===== src/rtl/dac_spi_writer.sv =====
// dac_spi_writer: serial writer for a two-channel 12-bit SPI DAC.
// Takes one pair of 12-bit samples per valid/ready handshake and shifts each
// one out MSB first as a 16-bit frame {2 don't-care, PD1=0, PD0=0, data}.
// Optional feature macro: DAC_DUAL_CHANNEL_EN
//   defined   -> sampleB has its own shift register driving dac_dinb
//   undefined -> sampleB is ignored and dac_dinb mirrors dac_dina
//
// Handshake: a sample pair is accepted at a rising edge where sample_valid
// and sample_ready are both 1. sample_ready is registered, is high only in
// IDLE, and valid without ready is simply ignored (nothing is queued).
module dac_spi_writer #(
  parameter int CLK_DIV    = 2,  // SCLK half-period in sys_clk cycles, 1..255
  parameter int GAP_CYCLES = 2   // minimum SYNC-high time between frames, 1..255
) (
  input  logic        sys_clk,
  input  logic        reset_n,
  input  logic [11:0] sampleA,
  input  logic [11:0] sampleB,
  input  logic        sample_valid,
  output logic        sample_ready,
  output logic        busy,
  output logic        done,
  output logic        dac_sync,
  output logic        dac_sclk,
  output logic        dac_dina,
  output logic        dac_dinb,
  output logic [1:0]  dbg_state_o
);

  typedef enum logic [1:0] {
    IDLE  = 2'd0,
    SHIFT = 2'd1,
    GAP   = 2'd2
  } state_t;

  localparam logic [7:0] DIV_LAST = 8'(CLK_DIV - 1);
  localparam logic [7:0] GAP_LAST = 8'(GAP_CYCLES - 1);
  localparam logic [4:0] BIT_LAST = 5'd16;

  state_t      state_q, state_d;
  logic [7:0]  div_q, div_d;
  logic [7:0]  gap_q, gap_d;
  logic [4:0]  bit_q, bit_d;      // SCLK falling edges seen so far, 0..16
  logic        sclk_q, sclk_d;
  logic        sync_q, sync_d;
  logic        done_q, done_d;
  logic        busy_q, busy_d;
  logic        ready_q, ready_d;
  logic [15:0] sha_q, sha_d;

`ifdef DAC_DUAL_CHANNEL_EN
  logic [15:0] shb_q, shb_d;
`else
  logic        unused_sample_b;
  assign unused_sample_b = ^sampleB;
`endif

  // Next-state and next-output logic for the IDLE/SHIFT/GAP sequencer
  always_comb begin
    state_d = state_q;
    div_d   = div_q;
    gap_d   = gap_q;
    bit_d   = bit_q;
    sclk_d  = sclk_q;
    sync_d  = sync_q;
    done_d  = 1'b0;
    sha_d   = sha_q;
`ifdef DAC_DUAL_CHANNEL_EN
    shb_d   = shb_q;
`endif
    case (state_q)
      IDLE: begin
        if (sample_valid && ready_q) begin
          state_d = SHIFT;
          sha_d   = {4'b0000, sampleA};
`ifdef DAC_DUAL_CHANNEL_EN
          shb_d   = {4'b0000, sampleB};
`endif
          sync_d  = 1'b0;
          sclk_d  = 1'b1;
          div_d   = 8'd0;
          bit_d   = 5'd0;
        end
      end
      SHIFT: begin
        if (div_q == DIV_LAST) begin
          div_d = 8'd0;
          if (sclk_q) begin
            // Falling edge: the DAC samples DIN here.
            sclk_d = 1'b0;
            bit_d  = bit_q + 5'd1;
          end else if (bit_q == BIT_LAST) begin
            // The rise after the 16th fall closes the frame instead of shifting.
            sclk_d  = 1'b1;
            sync_d  = 1'b1;
            done_d  = 1'b1;
            state_d = GAP;
            gap_d   = 8'd0;
          end else begin
            // Rising edge: advance DIN to the next bit.
            sclk_d = 1'b1;
            sha_d  = {sha_q[14:0], 1'b0};
`ifdef DAC_DUAL_CHANNEL_EN
            shb_d  = {shb_q[14:0], 1'b0};
`endif
          end
        end else begin
          div_d = div_q + 8'd1;
        end
      end
      GAP: begin
        if (gap_q == GAP_LAST) begin
          state_d = IDLE;
        end else begin
          gap_d = gap_q + 8'd1;
        end
      end
      default: begin
        state_d = IDLE;
      end
    endcase
    ready_d = (state_d == IDLE);
    busy_d  = (state_d != IDLE);
  end

  // State and output registers; reset may land mid-frame and aborts it
  always_ff @(posedge sys_clk) begin
    if (!reset_n) begin
      state_q <= IDLE;
      div_q   <= 8'd0;
      gap_q   <= 8'd0;
      bit_q   <= 5'd0;
      sclk_q  <= 1'b1;
      sync_q  <= 1'b1;
      done_q  <= 1'b0;
      busy_q  <= 1'b0;
      ready_q <= 1'b0;
      sha_q   <= 16'd0;
`ifdef DAC_DUAL_CHANNEL_EN
      shb_q   <= 16'd0;
`endif
    end else begin
      state_q <= state_d;
      div_q   <= div_d;
      gap_q   <= gap_d;
      bit_q   <= bit_d;
      sclk_q  <= sclk_d;
      sync_q  <= sync_d;
      done_q  <= done_d;
      busy_q  <= busy_d;
      ready_q <= ready_d;
      sha_q   <= sha_d;
`ifdef DAC_DUAL_CHANNEL_EN
      shb_q   <= shb_d;
`endif
    end
  end

  assign sample_ready = ready_q;
  assign busy         = busy_q;
  assign done         = done_q;
  assign dac_sync     = sync_q;
  assign dac_sclk     = sclk_q;
  assign dac_dina     = sha_q[15];
`ifdef DAC_DUAL_CHANNEL_EN
  assign dac_dinb     = shb_q[15];
`else
  assign dac_dinb     = sha_q[15];
`endif
  assign dbg_state_o  = state_q;

endmodule

===== config.mk =====
export PLATFORM = sky130hd
export DESIGN_NAME = dac_spi_writer
export DESIGN_NICKNAME = d
export VERILOG_FILES = /design/src/rtl/dac_spi_writer.sv
export SDC_FILE = /design/constraint.sdc
export NUM_CORES = 1
export LEC_CHECK = 0
export BUFFER_PORTS_ARGS = -buffer_cell sky130_fd_sc_hd__buf_2
export CAP_MARGIN = 20
export CORE_MARGIN = 4
export CORE_UTILIZATION = 40
export CTS_BUF_LIST = sky130_fd_sc_hd__clkbuf_4 sky130_fd_sc_hd__clkbuf_8
export CTS_CLUSTER_DIAMETER = 100
export DETAILED_ROUTE_END_ITERATION = 10
export GPL_TIMING_DRIVEN = 0
export PLACE_DENSITY = 0.58
export REMOVE_ABC_BUFFERS = 1
export SYNTH_ARGS = -nofsm -noshare
export SYNTH_HDL_FRONTEND = slang
export SYNTH_SLANG_ARGS = --single-unit
export TNS_END_PERCENT = 50

===== constraint.sdc =====
create_clock -name sys_clk -period 5.25 [get_ports sys_clk]
set_clock_uncertainty 0.05 [all_clocks]
set_input_delay 0.2625 -clock sys_clk [delete_from_list [all_inputs] [get_ports sys_clk]]
set_output_delay 0.2625 -clock sys_clk [all_outputs]
set_load 0.02 [all_outputs]

# After elaboration in Yosys (flattened, before gate mapping)
# Index checks and enable logic that the tools add are counted.
# word_totals
regBits	44
in_bits	27
word_cells	74
# classes
n_addsub	3
eq_ne	12
n_mux	33
bitwise	3
reduce_logical	13
# ops
cell	n
16-bit 2-to-1 mux	4
8-bit 2-to-1 mux	6
16-bit case mux with 2 select lines	1
8-bit case mux with 2 select lines	2
8-bit by 1-bit adder with 8-bit output (second input constant)	2
8-bit by 1-bit == test with 1-bit output (second input constant)	2
5-bit 2-to-1 mux	3
5-bit AND reduction	3
2-bit != test (second input constant)	7
2-bit 2-to-1 mux	5
5-bit case mux with 2 select lines	1
1-bit 2-to-1 mux	8
2-bit case mux with 3 select lines	1
2-bit nonzero test	3
5-bit by 1-bit adder with 5-bit output (second input constant)	1
5-bit == test (second input constant)	1
2-bit logical NOT	2
1-bit case mux with 2 select lines	2
4-bit AND reduction	1
4-bit OR reduction	1
1-bit inverter	3
3-bit AND reduction	1
2-bit by 1-bit == test with 1-bit output (second input constant)	1
2-bit == test (second input constant)	1
other kinds (2)	2

# Longest topological paths before layout
# Gate-level depths: netlist (run 1).
# depth
depth_word	6
mapped_depth	7
mapped_depth_nobuf	6

# Least setup slack after synthesis (run 1)
# Ideal clock, no wire load.
# synth_path
kind	register to register
from	reg state_q[1], in the netlist dbg_state_o[1]
to	reg gap_q[7]
setup_ns	0.121
t_arrival_ns	1.541
required_time_ns	5.079
path_slack_ns	3.538
path_stages_with_launch	6
period_less_slack_ns	1.712
cell_sequence	dfxtp_1 -> buf_2 -> and4b_1 -> or3b_2 -> xor2_1 -> nor2_1
# synth_via
elab_chain_len	3
# synth_rtl
item	line	source
start, declared	40	state_t state_q, state_d;
start signal, assigned	143	state_q <= state_d;
2-bit == test / 2-bit by 1-bit == test with 1-bit output (equally long branches)	71	case (state_q)
2-bit != test (no source line) / 2-bit nonzero test (equally long branches)	-	
5-bit AND reduction (no source line)	-	
end signal, assigned	145	gap_q <= gap_d;
end, declared	42	logic [7:0] gap_q, gap_d;
# Parallel ways exist; a longest one is shown, timed or not.
# A chain may end at the register's enable or synchronous reset.

# Worst setup path after layout (run 1)
# layout_path
from	reg div_q[0]
to	reg sha_q[0]
# layout_via
elab_chain_len	3
# layout_rtl
item	line	source
start, declared	41	logic [7:0] div_q, div_d;
start signal, assigned	144	div_q <= div_d;
8-bit by 1-bit == test with 1-bit output	86	if (div_q == DIV_LAST) begin
2-bit != test (no source line)	-	
5-bit AND reduction (no source line)	-	
end signal, assigned	138	sha_q <= 16'd0;
end signal, assigned	152	sha_q <= sha_d;
end, declared	49	logic [15:0] sha_q, sha_d;
# Every way passes these cells.

==> impl_metrics.json, run 1 <==
{
  "status": "finished clean",
  "use_met1": 0.1747,
  "power.switching_w": 0.0001566,
  "fin_nets": 286,
  "ys_warn_count": 0,
  "worstPathArrival_ns": 2.27,
  "hp-class": "primary input to flip-flop",
  "clk-insertion-delay-late_ns": 0.29,
  "antenna_found_initial": 0,
  "min_period_ns": 2.133,
  "power.total_w": 0.0006737,
  "portBuffers": 23,
  "worst_hold_path.endpoint": "sha_q[0]",
  "met3_usage": 0.05100,
  "p_seq_frac": 0.517,
  "worst_slew_pin_slew_ns": 0.7426,
  "grt_pass1_wl_mm": 6.906,
  "grtUsageTotal": 0.1350,
  "drv_cap": 0,
  "cts.sinks": 44,
  "max_slew_margin": 0.5050,
  "p_int_w": 0.0005171,
  "fin_crit_sh": 0.4062,
  "p_clk_frac": 0.385,
  "placementRows": 26,
  "crit_buf_inv": 0,
  "die_h_microns": 81.35,
  "wl_per_cell_microns": 12.61,
  "worstPathCellList": "ha_1 -> nor4b_4 -> and2_4 -> a31oi_4 -> a31o_2",
  "reg2reg_setup_slack_ns": 3.12,
  "max-vdd-ir-drop_mv": 0.1550,
  "cp_slowest_cell": "dfxtp_1",
  "combPwrFrac": 0.098,
  "firstDrtPassIters": 4,
  "die_x_microns": 81.35,
  "synth.distinct_cells": 48,
  "fin_area_sq_mm": 0.002410,
  "cp_top_family": "simple AND/OR/NAND/NOR gates",
  "clk_transition_reported_paths_ns": 0.08,
  "critPathRequiredTime_ns": 5.39,
  "r2r-end": "sha_q[0]",
  "netlist_area_sq_mm": 0.002152,
  "dp_hpwl_mm": 2.783,
  "gp_congestion": 0.7763,
  "cts_htree_levels": 2,
  "power.density_mw_per_mm2": 279.6,
  "grt.busiest_layer": "met2",
  "ant_nets": 0,
  "routed_via_density": 4.988,
  "rsz0062_at_grt": "false",
  "cts_buffers": 5,
  "final-instance-count-excl-fill": 324,
  "initial_core_util": 0.4161,
  "end_kind": "flip-flop",
  "setup_tns_ns": 0,
  "die-area_sq_mm": 0.006618,
  "totalWireLength_mm": 4.087,
  "grt_pass1_vias": 1519,
  "dp.cells": 316,
  "yosys_most_used_dff": "dfxtp_1",
  "path_max_fanout": 16,
  "syn2layout_area_growth_pct": 11.98,
  "final_common_cell": "dfxtp_1",
  "ys_ff_latch": 44,
  "netSwitchingFraction": 0.2325,
  "path_class": "flip-flop to flip-flop",
  "cts_setup_buffers": 0,
  "p_leak_nw": 0.9821,
  "layout_common_cells": "dfxtp_1, nand2_1, nor2_1",
  "final_core_util": 0.4659,
  "ys_seq_area_frac": 0.4093,
  "hold_start": "sampleA[0]",
  "use_met2": 0.2068,
  "vias": 1616,
  "hold_path_depth": 3,
  "slew_violations": 0,
  "cts_tree": "yes",
  "root_buffer": "clkbuf_8",
  "drc": 0,
  "drive_gt1_frac": 0.1969,
  "synth_edf_count": 0,
  "setup.worst_path.start_class": "flip-flop",
  "grt_max_degree": 41,
  "async_flop_share": 0,
  "synth_area_per_cell_sq_um": 9.197,
  "core-area_sq_mm": 0.005172,
  "syn_inst": 234,
  "max_freq_ghz": 0.4689,
  "drt_iter0_markers": 74,
  "placedInstanceArea_sq_mm": 0.002298,
  "insertedDiodeCount": 0,
  "ios": 36,
  "final-setup-viol-count": 0,
  "reg2reg_depth": 5,
  "ctsHoldBuffers": 0,
  "cts_buffer_depth": 2,
  "critPathMaxStageDelay_ns": 0.45,
  "overflow": 0,
  "ctsResizeCount": 0,
  "r2r_start": "div_q[0]",
  "hold_viol": 0
}
## power groups by stage
stage                     Combinational, W  Clock, W  Sequential [W]
final                            0.0000660  0.000260        0.000348
after global routing             0.0000737  0.000282        0.000350
after CTS                        0.0000666  0.000270        0.000348
after detailed placement         0.0000662         0        0.000356
after global placement           0.0000664         0        0.000356
after floorplan                  0.0000420         0        0.000358
## through the flow
| stage | setup slack (ns) | hold slack [ns] |
|---|---|---|
| after floorplan | 3.428 | 0.3342 |
| after global routing | 2.956 | 0.2520 |
| final | 3.117 | 0.2491 |
| after global placement | 3.113 | 0.3974 |
| after detailed placement | 3.146 | 0.4024 |
| after CTS | 3.103 | 0.2485 |
## cells by family (layout without fill, tap and decap cells)
group	after synthesis	after routing	synth area share
flip-flops	44	44	0.4093
AO/OA/AOI/OAI	20	20	0.06919
adder cells (fa/ha/maj)	6	6	0.03488
multiplexers	28	28	0.1366
buffers and inverters	17	37	0.03663
XOR/XNOR	14	14	0.05698
AND/OR/NAND/NOR	105	105	0.2564
## area by class of cell
cell class	count	area, sq um
multi-input cells	173	1192
inverters	6	22.52
well taps	70	87.58
fillers	512	2763
repair buffers	23	115.1
flip-flops and latches	44	880.8
clock buffers	6	76.32
clock inverters	2	35.03
## worst max path at each step
stage | startpoint | to | slack, ns | cells after the start
2_1_floorplan | div_q[0] | sha_q[0] | 3.43 | 5
3_3_place_gp | div_q[0] | sha_q[0] | 3.11 | 5
3_5_place_dp | div_q[0] | sha_q[0] | 3.15 | 5
4_1_cts | div_q[0] | sha_q[0] | 3.10 | 5
5_1_grt | div_q[0] | sha_q[0] | 2.96 | 5
6_report | div_q[0] | sha_q[0] | 3.12 | 5
## flip-flops by register name, summed over array words and instances (netlist names)
name          flops
sample_ready      1
done              1
dac_sclk          1
gap_q             8
dac_sync          1
dbg_state_o       2
sha_q            16
bit_q             5
div_q             8
busy              1
## metal layers
layer | wire length (microns) | share of wire
met5 | 0 | 0
met4 | 25 | 0.0061
met3 | 147 | 0.036
met2 | 1809 | 0.44
met1 | 2105 | 0.52
## synth_stat cells (3+ instances only)
master	instances	area [sq um]
dfxtp_1	44	880.8
nand3_1	6	30.03
clkbuf_1	6	22.52
xnor2_1	8	70.07
a21oi_1	5	25.02
buf_2	3	15.01
inv_1	5	18.77
nor3_1	5	25.02
nand4_1	8	50.05
xor2_1	6	52.55
and4_1	3	26.28
mux2_2	11	123.9
nand2_1	34	127.6
ha_1	6	75.07
o21ai_0	3	15.01
mux2i_1	17	170.2
nor2_1	27	101.4
## worst reg2reg max path, cell delays in order, from the launching register on
cell,delay (ns)
dfxtp_1,0.45
ha_1,0.20
nor4b_4,0.42
and2_4,0.28
a31oi_4,0.27
a31o_2,0.35
Note: power is estimated with default switching activity, not from simulation.
==> run 2: changes to the inputs <==
--- a/config.mk
+++ b/config.mk
@@ -13,7 +13,7 @@
 export CTS_CLUSTER_DIAMETER = 100
 export DETAILED_ROUTE_END_ITERATION = 10
 export GPL_TIMING_DRIVEN = 0
-export PLACE_DENSITY = 0.58
+export PLACE_DENSITY = 0.6
 export REMOVE_ABC_BUFFERS = 1
 export SYNTH_ARGS = -nofsm -noshare
 export SYNTH_HDL_FRONTEND = slang
==> constraint.sdc (replaced) <==
create_clock -name sys_clk -period 1.7 [get_ports sys_clk]
set_clock_uncertainty 0.05 [all_clocks]
set_input_delay 0.085 -clock sys_clk [delete_from_list [all_inputs] [get_ports sys_clk]]
set_output_delay 0.085 -clock sys_clk [all_outputs]
set_load 0.02 [all_outputs]
==> impl_metrics.json, run 2 (same netlist as run 1, synthesis figures left out) <==
{
  "path_class": "flip-flop to flip-flop",
  "overflow": 0,
  "layout_setup_ws_ns": 0.05020,
  "grt.busiest_layer": "met2",
  "p_seq_frac": 0.512,
  "placementRows": 26,
  "die_h_microns": 81.35,
  "hold_viol": 0,
  "p_leak_nw": 1.038,
  "use_met2": 0.2068,
  "status": "finished clean",
  "path_max_fanout": 5,
  "drt_iter0_markers": 70,
  "use_met1": 0.1815,
  "max_slew_margin": 0.5338,
  "hold_path_depth": 3,
  "routed_via_density": 4.997,
  "reg.largest.list": "sha_q (16), div_q (8), gap_q (8)",
  "worstPathCellList": "inv_2 -> ha_4 -> nor4b_4 -> and2_4 -> or4_4 -> a21oi_2",
  "cts_buffer_depth": 2,
  "insertedDiodeCount": 0,
  "final-setup-viol-count": 0,
  "grt_pass1_wl_mm": 7.024,
  "firstDrtPassIters": 4,
  "hold_start": "sampleA[0]",
  "fin_nets": 294,
  "r2r_start": "div_q[1]",
  "worst_slew_pin_slew_ns": 0.6993,
  "cp_top_family": "simple AND/OR/NAND/NOR gates",
  "cts_htree_levels": 2,
  "antenna_found_initial": 0,
  "root_buffer": "clkbuf_8",
  "max_freq_ghz": 0.6061,
  "grt_pass1_vias": 1517,
  "netSwitchingFraction": 0.2388,
  "crit_buf_inv": 1,
  "p_clk_frac": 0.377,
  "drive_gt1_frac": 0.2748,
  "grt_max_degree": 41,
  "critPathRequiredTime_ns": 1.87,
  "totalWireLength_mm": 4.279,
  "ctsHoldBuffers": 0,
  "clk_transition_reported_paths_ns": 0.09,
  "regMostFlops": "sha_q",
  "largest_reg_flops": 16,
  "gp_congestion": 0.8015,
  "setup.worst_path.start_class": "flip-flop",
  "dpl_worst_slack_ns": -0.3454,
  "cts.sinks": 44,
  "min_period_ns": 1.650,
  "worstPathArrival_ns": 1.82,
  "rsz0062_at_grt": "false",
  "cp_slowest_cell": "or4_4",
  "initial_core_util": 0.4161,
  "p_int_w": 0.001599,
  "reg2reg_setup_slack_ns": 0.05,
  "r2r-end": "div_q[7]",
  "die_x_microns": 81.35,
  "drc": 0,
  "syn2layout_area_growth_pct": 19.01,
  "cts_tree": "yes",
  "final_common_cell": "dfxtp_1",
  "wl_per_cell_microns": 12.89,
  "max-vdd-ir-drop_mv": 0.3710,
  "layout_common_cells": "dfxtp_1, nand2_1, nor2_1",
  "ant_nets": 0,
  "portBuffers": 23,
  "power.density_mw_per_mm2": 820.0,
  "fin_crit_sh": 0.9705,
  "grtUsageTotal": 0.1367,
  "dp_hpwl_mm": 2.792,
  "die-area_sq_mm": 0.006618,
  "hp-class": "primary input to flip-flop",
  "cts_buffers": 5,
  "worst_hold_path.endpoint": "sha_q[0]",
  "met3_usage": 0.04213,
  "power.switching_w": 0.0005015,
  "vias": 1659,
  "slew_violations": 0,
  "core-area_sq_mm": 0.005172,
  "drv_cap": 0,
  "critPathMaxStageDelay_ns": 0.52,
  "ios": 36,
  "fin_hold_ws_ns": 0.06822,
  "combPwrFrac": 0.111,
  "end_kind": "flip-flop",
  "reg2reg_depth": 6,
  "clk-insertion-delay-late_ns": 0.30
}
## run 2: changes by cell type in the layout (fill, tap and decap cells not counted), moves of 2 or more
cell | before | now
dfxtp_4 | 0 | 2
dfxtp_2 | 0 | 2
dfxtp_1 | 44 | 40
buf_4 | 0 | 6
## run 2: through the flow
stage               cell area, sq um  utilization  setup TNS, ns  cells  power, W
finish                          2561       0.4952              0    332  0.002100
global route                    2561       0.4952              0    332  0.002190
CTS                             2472       0.4780              0    327  0.002117
detailed placement              2298       0.4444         -6.319    316  0.001304
global placement                2298       0.4444         -7.037    316  0.001303
floorplan                       2096            -        -0.6032    223  0.001235
## run 2: final cells by class
class                           instances  area [sq um]
Sequential cell                        44         890.9
Multi-Input combinational cell        173          1257
Clock buffer                            5         68.82
Tap cell                               70         87.58
Timing Repair Buffer                   31         191.4
Clock inverter                          3         42.54
Inverter                                6         22.52
Fill cell                             491          2611
## run 2: repair_timing
| action | CTS | global route |
|---|---|---|
| endpoints found under the setup margin | 38 | 20 |
| gates cloned | 0 | 0 |
| setup buffers | 3 | 5 |
| pin swaps | 1 | 5 |
| gates resized for setup | 10 | 11 |
## run 2: power groups by stage
stage	clock network [W]	logic, W	registers, W
finish	0.000792	0.000234	0.00107
global route	0.000853	0.000258	0.00108
CTS	0.000819	0.000221	0.00108
detailed placement	0	0.000204	0.00110
global placement	0	0.000204	0.00110
floorplan	0	0.000130	0.00111
## run 2: worst max path at each step
stage	end	depth (start not counted)	slack, ns	from
floorplan	sha_q[0]	5	-0.12	div_q[0]
global placement	sha_q[0]	5	-0.41	div_q[0]
detailed placement	sha_q[0]	5	-0.35	div_q[0]
CTS	gap_q[6]	6	0.006	bit_q[0]
global route	div_q[7]	6	0.002	div_q[1]
finish	div_q[7]	6	0.05	div_q[1]
## run 2: worst register-to-register path, cell delays in order, from the launching register on
cell,delay [ns]
dfxtp_4,0.36
inv_2,0.04
ha_4,0.14
nor4b_4,0.12
and2_4,0.17
or4_4,0.52
a21oi_2,0.16
## run 2: metal layers
metal  share of wire  up-vias
li1                -      862
met1            0.50      763
met2            0.44       28
met3           0.041        6
met4           0.013        0
met5               0        -
==> run 3: changes to the inputs <==
--- a/config.mk
+++ b/config.mk
@@ -8,12 +8,12 @@
 export BUFFER_PORTS_ARGS = -buffer_cell sky130_fd_sc_hd__buf_2
 export CAP_MARGIN = 20
 export CORE_MARGIN = 4
-export CORE_UTILIZATION = 40
+export CORE_UTILIZATION = 45
 export CTS_BUF_LIST = sky130_fd_sc_hd__clkbuf_4 sky130_fd_sc_hd__clkbuf_8
 export CTS_CLUSTER_DIAMETER = 100
 export DETAILED_ROUTE_END_ITERATION = 10
 export GPL_TIMING_DRIVEN = 0
-export PLACE_DENSITY = 0.6
+export PLACE_DENSITY = 0.67
 export REMOVE_ABC_BUFFERS = 1
 export SYNTH_ARGS = -nofsm -noshare
 export SYNTH_HDL_FRONTEND = slang
==> impl_metrics.json, run 3 (same netlist as run 1, synthesis figures left out) <==
{
  "status": "finished clean",
  "r2r_start": "div_q[1]",
  "grt_pass1_wl_mm": 7.017,
  "dp_hpwl_mm": 2.764,
  "p_int_w": 0.001617,
  "vias": 1692,
  "routed_via_density": 5.423,
  "wl_met3_microns": 151,
  "placementRows": 24,
  "cp_slowest_cell": "dfxtp_4",
  "fin_crit_sh": 0.9621,
  "clk_transition_reported_paths_ns": 0.08,
  "root_buffer": "clkbuf_8",
  "setup.worst_path.start_class": "flip-flop",
  "p_seq_frac": 0.507,
  "layout_common_cells": "dfxtp_1, nand2_1, nor2_1",
  "wl_per_cell_microns": 13.64,
  "nFillCells": 420,
  "multiInputGateArea_sq_mm": 0.001259,
  "path_max_fanout": 8,
  "r2r-end": "sha_q[0]",
  "power.total_w": 0.002115,
  "antenna_found_initial": 0,
  "worst_slew_pin_slew_ns": 0.7033,
  "p_clk_frac": 0.380,
  "totalWireLength_mm": 4.257,
  "cp_top_family": "simple AND/OR/NAND/NOR gates",
  "max_slew_margin": 0.5311,
  "combPwrFrac": 0.112,
  "hold_start": "sampleA[0]",
  "topRoutingLayerUsed": "met4",
  "critical_path_depth": 7,
  "power.density_mw_per_mm2": 831.5,
  "power.switching_w": 0.0004983,
  "cts_buffers": 5,
  "drc": 0,
  "gp_congestion": 0.8161,
  "min_period_ns": 1.636,
  "end_kind": "flip-flop",
  "worstPathArrival_ns": 1.78,
  "max_freq_ghz": 0.6114,
  "ios": 36,
  "wl_met2_mm": 1.935,
  "grt_pass1_vias": 1534,
  "wl_met1_mm": 2.086,
  "cts_htree_levels": 2,
  "worstPathCellList": "inv_4 -> ha_4 -> nor4b_4 -> and2_4 -> a31oi_4 -> buf_12 -> a31o_4",
  "grtUsageTotal": 0.1420,
  "placedInstanceArea_sq_mm": 0.002276,
  "syn2layout_area_growth_pct": 18.20,
  "overflow": 0,
  "p_leak_nw": 1.044,
  "ant_nets": 0,
  "max-vdd-ir-drop_mv": 0.3510,
  "final_core_util": 0.5647,
  "fin_nets": 292,
  "regMostFlops": "sha_q",
  "final-setup-viol-count": 0,
  "drv_cap": 0,
  "reg2reg_setup_slack_ns": 0.06,
  "die-area_sq_mm": 0.005953,
  "cts.sinks": 44,
  "initial_core_util": 0.4778,
  "ctsHoldBuffers": 0,
  "insertedDiodeCount": 0,
  "crit_start": "div_q[1]",
  "fin_area_sq_mm": 0.002544,
  "seqCellArea_sq_um": 893.4,
  "final_common_cell": "dfxtp_1",
  "critPathMaxStageDelay_ns": 0.36,
  "netSwitchingFraction": 0.2356,
  "path_class": "flip-flop to flip-flop",
  "reg.largest.list": "sha_q (16), div_q (8), gap_q (8)",
  "die_x_microns": 77.16,
  "portBuffers": 23,
  "critPathRequiredTime_ns": 1.84,
  "cts_tree": "yes",
  "hold_viol": 0,
  "grt_max_degree": 41,
  "core-area_sq_mm": 0.004504,
  "firstDrtPassIters": 4,
  "clk-insertion-delay-late_ns": 0.30,
  "hp-class": "primary input to flip-flop",
  "crit_buf_inv": 2,
  "drt_iter0_markers": 56,
  "drive_gt1_frac": 0.2615,
  "cts_buffer_depth": 2,
  "largest_reg_flops": 16,
  "endpoint": "sha_q[0]",
  "die_h_microns": 77.16,
  "reg2reg_depth": 7,
  "slew_violations": 0
}
[run 3: worst min path at each step]
stage	to	slack, ns	cells after the start
after floorplan	div_q[1]	0.16	1
after global placement	sha_q[0]	0.35	3
after detailed placement	sha_q[0]	0.37	3
after CTS	sha_q[0]	0.07	3
after global routing	sha_q[0]	0.10	3
final	sha_q[0]	0.08	3
[run 3: cell type report]
type                    instances  share of cell area
repair buffers                 29             0.07477
multi-input cells             173              0.4948
inverters                       6            0.009838
clock inverters                 2             0.01377
clock buffers                   6             0.03000
flip-flops and latches         44              0.3512
well taps                      52             0.02558
[run 3: timing repair]
item | CTS | global route
resized for setup | 8 | 13
setup endpoints to repair | 36 | 35
gates cloned | 0 | 1
pin swaps | 1 | 4
setup buffers | 2 | 3
[run 3: routing by layer]
metal | vias up | track usage
li1 | 869 | -
met1 | 788 | 0.1910
met2 | 26 | 0.2193
met3 | 9 | 0.03279
met4 | 0 | 0.05516
met5 | - | 0
[run 3: tightest hold or removal path, delay by kind of cell]
family,cells,cell delay (ns)
and+or+nand+nor,1,0.15
buffers and inverters,1,0.07
AOI/OAI and AO/OA,1,0.09
[run 3: stage by stage]
stage / hold WS (ns) / setup TNS (ns) / worst slack (ns) / instances
5_1_grt: 0.1016 / -0.01590 / -0.01480 / 312
6_report: 0.08270 / 0 / 0.06439 / 312
4_1_cts: 0.06538 / -0.04366 / -0.03282 / 308
3_3_place_gp: 0.3548 / -6.903 / -0.4036 / 298
3_5_place_dp: 0.3685 / -5.982 / -0.3607 / 298
2_1_floorplan: 0.1567 / -0.6032 / -0.1222 / 223
[run 3: power by group through the flow]
stage	combinational [W]	clock (W)	sequential, W
finish	0.000237	0.000805	0.00107
global route	0.000259	0.000862	0.00108
CTS	0.000216	0.000815	0.00108
detailed placement	0.000205	0	0.00110
global placement	0.000202	0	0.00110
floorplan	0.000130	0	0.00111
